[config.mk]
export PLATFORM = sky130hd
export DESIGN_NAME = vscale_src_b_stage
export DESIGN_NICKNAME = d
export VERILOG_FILES = /design/src/rtl/vscale_src_b_stage_pkg.sv /design/src/rtl/vscale_byp_select.sv /design/src/rtl/vscale_src_b_stage.sv
export VERILOG_INCLUDE_DIRS = /design/src /design/src/rtl
export SDC_FILE = /design/constraint.sdc
export NUM_CORES = 1
export LEC_CHECK = 0
export ABC_CLOCK_PERIOD_IN_PS = 2600
export CORE_MARGIN = 4
export CORE_UTILIZATION = 32
export CTS_BUF_LIST = sky130_fd_sc_hd__clkbuf_16
export DETAILED_ROUTE_END_ITERATION = 8
export PLACE_DENSITY = 0.63
export SLEW_MARGIN = 20
export SYNTH_ARGS = -nofsm -noshare
export SYNTH_HDL_FRONTEND = slang
export SYNTH_HIERARCHICAL = 1
export SYNTH_SLANG_ARGS = --single-unit
[constraint.sdc]
create_clock -name clk -period 2.6 [get_ports clk]
set_clock_uncertainty 0.2 [all_clocks]
set_input_delay 0.26 -clock clk [delete_from_list [all_inputs] [get_ports clk]]
set_output_delay 0.26 -clock clk [all_outputs]
set_load 0.01 [all_outputs]
[src/rtl/vscale_ctrl_constants.vh]
// Shared control encodings for the vscale decode/execute path.
`ifndef VSCALE_CTRL_CONSTANTS_VH
`define VSCALE_CTRL_CONSTANTS_VH

`define XPR_LEN 32

`define SRC_B_SEL_WIDTH 2
`define SRC_B_RS2  2'd0
`define SRC_B_IMM  2'd1
`define SRC_B_FOUR 2'd2
`define SRC_B_ZERO 2'd3

`endif

[src/rtl/vscale_src_b_stage_pkg.sv]
// Typed views of the shared operand-B select encodings.
`include "vscale_ctrl_constants.vh"

package vscale_src_b_stage_pkg;

    localparam int unsigned SrcBSelW = `SRC_B_SEL_WIDTH;

    typedef logic [SrcBSelW-1:0] src_b_sel_t;

    localparam src_b_sel_t SelRs2  = `SRC_B_RS2;
    localparam src_b_sel_t SelImm  = `SRC_B_IMM;
    localparam src_b_sel_t SelFour = `SRC_B_FOUR;
    localparam src_b_sel_t SelZero = `SRC_B_ZERO;

endpackage

[src/rtl/vscale_byp_select.sv]
// Priority bypass matcher: lowest-index valid source whose address matches wins; x0 never hits.
module vscale_byp_select #(
    parameter int unsigned NUM_BYP = 2,
    parameter int unsigned REG_AW  = 5,
    parameter int unsigned XLEN    = 32
) (
    input  logic [REG_AW-1:0]         rs_addr,
    input  logic [NUM_BYP-1:0]        byp_valid,
    input  logic [NUM_BYP*REG_AW-1:0] byp_addr,
    input  logic [NUM_BYP*XLEN-1:0]   byp_data,
    output logic                      hit,
    output logic [XLEN-1:0]           data
);

    always_comb begin
        hit  = 1'b0;
        data = '0;
        for (int i = 0; i < int'(NUM_BYP); i++) begin
            if (!hit && byp_valid[i] && (byp_addr[i*REG_AW +: REG_AW] == rs_addr)) begin
                hit  = 1'b1;
                data = byp_data[i*XLEN +: XLEN];
            end
        end
        if (rs_addr == '0) begin
            hit  = 1'b0;
            data = '0;
        end
    end

endmodule

[src/rtl/vscale_src_b_stage.sv]
// Operand-B select with bypass forwarding, registered output plus one skid entry,
// and a saturating backpressure counter.
`include "vscale_ctrl_constants.vh"

module vscale_src_b_stage
    import vscale_src_b_stage_pkg::*;
#(
    parameter int unsigned XLEN      = 32,
    parameter int unsigned NUM_BYP   = 2,
    parameter int unsigned REG_AW    = 5,
    parameter int unsigned INC_CONST = 4,
    parameter int unsigned CNT_W     = 16
) (
    input  logic                        clk,
    input  logic                        reset_n,
    input  logic                        in_valid,
    output logic                        in_ready,
    input  logic [`SRC_B_SEL_WIDTH-1:0] src_b_sel,
    input  logic [XLEN-1:0]             imm,
    input  logic [REG_AW-1:0]           rs2_addr,
    input  logic [XLEN-1:0]             rs2_data,
    input  logic [NUM_BYP-1:0]          byp_valid,
    input  logic [NUM_BYP*REG_AW-1:0]   byp_addr,
    input  logic [NUM_BYP*XLEN-1:0]     byp_data,
    input  logic                        flush,
    output logic                        out_valid,
    input  logic                        out_ready,
    output logic [XLEN-1:0]             alu_src_b,
    output logic                        fwd_hit,
    output logic [CNT_W-1:0]            stall_cnt,
    input  logic                        cnt_clr
);

    localparam logic [CNT_W-1:0] CntMax = {CNT_W{1'b1}};

    logic            byp_hit;
    logic [XLEN-1:0] byp_val;
    logic [XLEN-1:0] sel_data;
    logic            sel_hit;
    logic            accept;
    logic            out_free;

    logic            out_valid_q, out_valid_d;
    logic [XLEN-1:0] out_data_q, out_data_d;
    logic            out_hit_q, out_hit_d;
    logic            skid_valid_q, skid_valid_d;
    logic [XLEN-1:0] skid_data_q, skid_data_d;
    logic            skid_hit_q, skid_hit_d;
    logic [CNT_W-1:0] cnt_q, cnt_d;

    vscale_byp_select #(
        .NUM_BYP (NUM_BYP),
        .REG_AW  (REG_AW),
        .XLEN    (XLEN)
    ) u_byp_select (
        .rs_addr   (rs2_addr),
        .byp_valid (byp_valid),
        .byp_addr  (byp_addr),
        .byp_data  (byp_data),
        .hit       (byp_hit),
        .data      (byp_val)
    );

    always_comb begin
        sel_data = '0;
        sel_hit  = 1'b0;
        case (src_b_sel)
            SelRs2: begin
                sel_hit  = byp_hit;
                sel_data = byp_hit ? byp_val : rs2_data;
            end
            SelImm:  sel_data = imm;
            SelFour: sel_data = XLEN'(INC_CONST);
            default: sel_data = '0;
        endcase
    end

    // in_ready comes straight from the skid flop, so it never sees out_ready.
    assign in_ready = ~skid_valid_q;
    assign accept   = in_valid & in_ready;
    assign out_free = ~out_valid_q | out_ready;

    always_comb begin
        out_valid_d  = out_valid_q;
        out_data_d   = out_data_q;
        out_hit_d    = out_hit_q;
        skid_valid_d = skid_valid_q;
        skid_data_d  = skid_data_q;
        skid_hit_d   = skid_hit_q;
        if (flush) begin
            out_valid_d  = 1'b0;
            skid_valid_d = 1'b0;
        end else if (out_free) begin
            if (skid_valid_q) begin
                out_valid_d  = 1'b1;
                out_data_d   = skid_data_q;
                out_hit_d    = skid_hit_q;
                skid_valid_d = 1'b0;
            end else if (accept) begin
                out_valid_d = 1'b1;
                out_data_d  = sel_data;
                out_hit_d   = sel_hit;
            end else begin
                out_valid_d = 1'b0;
            end
        end else if (accept) begin
            skid_valid_d = 1'b1;
            skid_data_d  = sel_data;
            skid_hit_d   = sel_hit;
        end
    end

    always_comb begin
        cnt_d = cnt_q;
        if (cnt_clr) begin
            cnt_d = '0;
        end else if (out_valid_q && !out_ready && (cnt_q != CntMax)) begin
            cnt_d = cnt_q + 1'b1;
        end
    end

    always_ff @(posedge clk or negedge reset_n) begin
        if (!reset_n) begin
            out_valid_q  <= 1'b0;
            out_data_q   <= '0;
            out_hit_q    <= 1'b0;
            skid_valid_q <= 1'b0;
            skid_data_q  <= '0;
            skid_hit_q   <= 1'b0;
            cnt_q        <= '0;
        end else begin
            out_valid_q  <= out_valid_d;
            out_data_q   <= out_data_d;
            out_hit_q    <= out_hit_d;
            skid_valid_q <= skid_valid_d;
            skid_data_q  <= skid_data_d;
            skid_hit_q   <= skid_hit_d;
            cnt_q        <= cnt_d;
        end
    end

    assign out_valid = out_valid_q;
    assign alu_src_b = out_data_q;
    assign fwd_hit   = out_hit_q;
    assign stall_cnt = cnt_q;

endmodule

==> impl_results.md, run 1 <==
* Total power at 0.003828 W
* Synth async-reset ratio at 1.000
* Top delay family on crit path: buffers and inverters
* Initial DRC count at 160
* Synthesized flop and latch total at 84
* Nets at 904
* FF-to-FF Start: stall_cnt[1]
* Fillers at 1401
* Max Cap Violations at 0
* First-pass GRT wire length at 26440 um
* Crit. End Element: flop
* Number of cells on the critical path at 12
* Post-detailed-route DRC marker count at 0
* Die area at 17820 um2
* Cell with the most instances after synthesis: dfrtp_1
* Area Growth Syn to Fin at 60.55%
* Gate Count Post-Synth at 528
* Worst EP required at 2.59 ns
* Clk pin slew, worst setup/hold paths at 0.06 ns
* Status: finished clean
* Syn Nets at 682
* Gr ovfl total at 0
* Tmin final at 2.523 ns
* Max VDD drop at 0.3221 mV
* I/O Buffers at 203
* HP Class: input port to asynchronous set/reset pin
* Ratio of cells with drive above 1 in the final layout at 0.1698
* Maximum buffer depth of the clock tree at 2
* Total CTS buffers at 9
* Starting Density at 0.3291
* Worst-margin pin slew at 0.6974 ns
* Vias in the first global route at 5150
* Via count at 4976
* WP buf/inv at 5
* Worst path slowest cell: or4_4
* Post-DP HPWL at 11900 um
* R2R cell count at 6
* Core area at 15310 um2
* Setup crit start kind: input port
* Routed len/inst at 17.19 um
* Largest area contributor in the netlist: dfrtp_1
* Syn avg cell area at 9.545 um2
* Most frequent CP cell: buf_4
* Slew margin rel. at 0.5336
* Synth top area share at 0.4171
* Synth warnings at 6
* Reg2reg end: stall_cnt[5]
* Largest cells by area after synthesis: dfrtp_1 (42%), mux2_2 (7.4%), mux2i_1 (6.6%), a22o_1 (5.6%), o31ai_1 (5.4%)
* Top cells by count, synth: dfrtp_1 (84), nand2_1 (68), nor2_1 (39)
* CP Max Fanout at 6
* Sequential share of the synthesized area at 0.4171
* Arrival @ worst endpoint at 2.51 ns
* Worst-skew pair later-pin latency at 0.34 ns
* Routed wire length at 16590 um
* Final core occ at 0.5284
* I/O pins at 204
* PwrDens at 473.1 nW/um2
* Yosys cell types at 46
* Final hold violations at 0
* H-tree depth at 3
* Slew Limit Fails at 0
* Root Buffer: clkbuf_16
* Cell breakdown of the critical path: clkdlybuf4s15_1 > or4_4 > nor2_4 > a2111oi_4 > buf_4 > clkbuf_16 > buf_4 > a22o_1 > mux2_4 > mux2i_2 > buf_4 > o31ai_1
* Num rows at 45
* Leakage power at 3.328 nW
* EDFF count, synth at 0
* Final worst-path cycle share at 0.9703
* Cell Area, Synth at 5040 um2
* Sink Count at 84
* CTS tree: built
* Slowest stage delay, CP at 0.51 ns
* Routed Antenna Nets at 0
* Critical path class: input port to flop
* Antenna cells at 0
* Final setup fails at 0
* Initial antenna violation count at 0
* Max Freq at 396.4 MHz
* Vias per cell at 5.156
* Chip Width at 133.5 um
* Register-to-Register Setup Slack at 0.34 ns
* Largest net degree at the start of global routing at 67
* Post-synth top flop: dfrtp_1
* Setup TNS at 0 ns
* Die Ht at 133.5 um
* Global router's overall resource usage at 0.1844
* TritonRoute pass-1 iters at 5
* Global placer's final weighted congestion at 0.8014
-- area by class of cell --
class / count / area [um2] / area share
tap: 211 / 264.0 / 0.03263
clock inverter: 6 / 50.05 / 0.006185
multi-input combinational: 395 / 2846 / 0.3518
clock buffer: 9 / 225.2 / 0.02783
timing repair buffer: 256 / 2587 / 0.3198
sequential: 84 / 2103 / 0.2599
inverter: 4 / 15.01 / 0.001856
-- stage by stage --
stage          hold slack, ns  setup slack (ns)  instance area (um2)  std cells
2_1_floorplan         -0.2356            0.2471                 5040        528
3_5_place_dp          0.08748           -0.9616                 7496        936
4_1_cts                0.2638           -0.1993                 7996        962
3_3_place_gp          0.07984           -0.8893                 7496        936
6_report               0.2523           0.07723                 8092        965
5_1_grt                0.2930         -0.009047                 8092        965
-- how the worst max path moves through the flow --
stage	startpoint	to	slack [ns]
after floorplan	rs2_addr[2]	alu_src_b[18]	0.25
after global placement	rs2_addr[4]	alu_src_b[11]	-0.89
after detailed placement	rs2_addr[0]	alu_src_b[11]	-0.96
after CTS	byp_addr[2]	alu_src_b[4]	-0.20
after global routing	rs2_addr[4]	alu_src_b[4]	-0.009
final	rs2_addr[4]	skid_data_q[4]	0.08
-- where the power goes --
group / internal [W] / switching, W
registers: 0.00149 / 0.000107
clock network: 0.000723 / 0.000488
logic: 0.000607 / 0.000415
-- cells by family (layout without fill, tap and decap cells) --
logic type               Yosys count  after routing  synth area share
multiplexers                      68             68            0.1437
adder cells (fa/ha/maj)            1              1          0.002482
XOR/XNOR                          11             11           0.01912
AND/OR/NAND/NOR                  186            187            0.1864
flip-flops                        84             84            0.4171
buffers and inverters             50            275           0.04543
AO/OA/AOI/OAI                    128            128            0.1857
-- worst register-to-register path, stage by stage, from the launching register on --
cell,delay [ns]
dfrtp_1,0.42
ha_1,0.24
nand4_1,0.17
nor4_4,0.52
buf_4,0.25
nor3_1,0.06
mux2_2,0.28
-- flip-flops by register name, indices dropped and copies added, names as in the netlist --
register	cells
skid_data_q	32
fwd_hit	1
alu_src_b	32
stall_cnt	16
skid_valid_q	1
out_valid	1
skid_hit_q	1
-- per-layer routing --
| layer | vias to the layer above | part of all wire | GRT usage |
|---|---|---|---|
| li1 | 2400 | - | - |
| met1 | 2385 | 0.40 | 0.2117 |
| met2 | 169 | 0.51 | 0.3259 |
| met3 | 22 | 0.070 | 0.05665 |
| met4 | 0 | 0.022 | 0.06343 |
| met5 | - | 0 | 0 |
-- repair_timing --
action	in CTS	in global routing
hold buffers	1	0
hold endpoints to repair	41	0
endpoints found under the setup margin	65	46
pin swaps	28	26
cloned	2	1
gates resized for setup	17	31
buffers inserted	15	5
-- placed cells by master (no fill, tap or decap), types with 3 or more instances in the layout --
cell / n
mux2i_2: 6
clkbuf_16: 11
dfrtp_1: 83
dlymetal6s2s_1: 11
mux2_2: 31
or3_1: 38
clkbuf_2: 3
buf_4: 40
nand2_1: 68
xnor2_2: 3
inv_1: 6
xnor2_1: 7
mux2i_1: 25
a22o_1: 32
nor2b_1: 4
a21oi_1: 14
nand3_1: 5
or4_1: 4
a31oi_1: 31
nand4_1: 5
clkdlybuf4s50_1: 185
nor2_1: 39
o21ai_0: 8
o31ai_1: 36
buf_12: 9
(Power assumes the default switching activity.)
==> run 2, diff against run 1 <==
- SKIP_CTS_REPAIR_TIMING: default -> 1
==> run 2 against run 1 <==
Compared with the run above: critical path depth is 1 higher; setup slack worse by 0.014 ns; non-clock buffer count up 1; sequential share of layout area down 0.11 points; die area stayed put; register-to-register slack about the same; global-route usage fell by 0.74 points; sequential power barely moved; flip-flop and latch count unchanged; routed wire length is 2.0% higher; via count down 0.38%.
==> impl_results.md, run 2 (same netlist as run 1, synthesis figures left out) <==
* Nets at 905
* Gate power share at 0.268
* PwrDens at 472.2 nW/um2
* Initial antenna violation count at 0
* Via count at 4957
* CP Capture Point: alu_src_b[9]
* Maximum buffer depth of the clock tree at 2
* Crit. End Element: flop
* H-tree depth at 3
* Tmin final at 2.537 ns
* Die Ht at 133.5 um
* FF-to-FF Start: stall_cnt[1]
* Setup TNS at 0 ns
* Reg2reg end: stall_cnt[5]
* Total CTS buffers at 9
* Slew margin rel. at 0.5247
* Initial DRC count at 152
* Post-detailed-route DRC marker count at 0
* I/O Buffers at 203
* Vias in the first global route at 5049
* Arrival @ worst endpoint at 2.54 ns
* Crit path from: rs2_addr[2]
* Root Buffer: clkbuf_16
* Num rows at 45
* Die area at 17820 um2
* CTS tree: built
* Slew Limit Fails at 0
* Antenna cells at 0
* Status: finished clean
* Register-to-Register Setup Slack at 0.33 ns
* Routed wire length at 16920 um
* Vias per cell at 5.131
* Final worst-path cycle share at 0.9759
* TritonRoute pass-1 iters at 4
* Most frequent cells in the layout: clkdlybuf4s50_1 (185), dfrtp_1 (83), nand2_1 (68), nor2_1 (39), buf_4 (39)
* Placed insts at 936
* Most common cell after layout, fill and taps aside: clkdlybuf4s50_1
* Leakage power at 3.359 nW
* Chip Width at 133.5 um
* Final hold violations at 0
* HP Class: input port to asynchronous set/reset pin
* Routed Antenna Nets at 0
* R2R cell count at 6
* P_int at 0.002820 W
* Worst-skew pair later-pin latency at 0.34 ns
* Fillers at 1392
* Post-DP HPWL at 11900 um
* Worst-margin pin slew at 0.7107 ns
* Sink Count at 84
* Clock power frac at 0.317
* Switching pwr at 0.001017 W
* Max Freq at 394.1 MHz
* Max VDD drop at 0.3239 mV
* Starting Density at 0.3291
* Setup crit start kind: input port
* Worst EP required at 2.61 ns
* Seq pwr share at 0.416
* Ratio of cells with drive above 1 in the final layout at 0.1709
* Core area at 15310 um2
* Area Growth Syn to Fin at 61.25%
* Max Cap Violations at 0
* Sw Share at 0.2651
* Global placer's final weighted congestion at 0.8014
* Post-route insts no fill at 966
* Clk pin slew, worst setup/hold paths at 0.06 ns
* First-pass GRT wire length at 25570 um
* Gr ovfl total at 0
* CP Max Fanout at 10
* I/O pins at 204
* Routed len/inst at 17.52 um
* Final setup fails at 0
* Largest net degree at the start of global routing at 67
* Global router's overall resource usage at 0.1770
* Min Hold Slack at 0.2531 ns
* Critical path class: input port to flop
[run 2: power by group through the flow]
stage	sequential (W)	clock [W]	combinational [W]
2_1_floorplan	0.00164	0	0.000358
3_3_place_gp	0.00161	0	0.000976
3_5_place_dp	0.00162	0	0.000991
4_1_cts	0.00160	0.00126	0.000994
5_1_grt	0.00162	0.00131	0.00112
6_report	0.00159	0.00121	0.00103
[run 2: through the flow]
stage | utilization | worst slack, ns | instance area [um2] | total power (W)
after floorplan | - | 0.2471 | 5040 | 0.001993
after global placement | 0.4895 | -0.8893 | 7496 | 0.002587
after detailed placement | 0.4895 | -0.9616 | 7496 | 0.002609
after CTS | 0.5074 | -0.6129 | 7771 | 0.003849
after global routing | 0.5306 | -0.001689 | 8127 | 0.004047
final | 0.5306 | 0.06274 | 8127 | 0.003837
[run 2: metal layers]
layer	track usage	vias to the layer above	share of wire	wire length, um
met3	0.05665	26	0.073	1229
met1	0.2030	2355	0.40	6699
met4	0.06400	0	0.023	382
li1	-	2402	-	-
met5	0	-	0	0
met2	0.3098	174	0.51	8609
[run 2: layout make-up]
| class | count | area [um2] | area share |
|---|---|---|---|
| multi-input cells | 395 | 2867 | 0.3527 |
| repair buffers | 257 | 2603 | 0.3202 |
| flip-flops and latches | 84 | 2103 | 0.2588 |
| well taps | 211 | 264.0 | 0.03249 |
| clock buffers | 9 | 225.2 | 0.02771 |
| clock inverters | 6 | 50.05 | 0.006159 |
| inverters | 4 | 15.01 | 0.001848 |
[run 2: worst max-delay path, stage by stage]
cell	delay [ns]
clkbuf_2	0.11
buf_4	0.14
or4_4	0.54
nor2_4	0.17
buf_6	0.14
nor3_4	0.04
buf_4	0.13
buf_12	0.13
a22o_1	0.18
mux2_2	0.26
mux2i_1	0.23
or3_1	0.15
a31oi_1	0.07
[run 2: how the worst min path moves through the flow]
| stage | end | slack (ns) | cells after the start |
|---|---|---|---|
| floorplan | alu_src_b[0] | -0.24 | 0 |
| global placement | alu_src_b[7] | 0.08 | 1 |
| detailed placement | skid_valid_q | 0.09 | 1 |
| CTS | skid_valid_q | -0.29 | 1 |
| global route | skid_data_q[4] | 0.29 | 2 |
| finish | skid_valid_q | 0.25 | 2 |
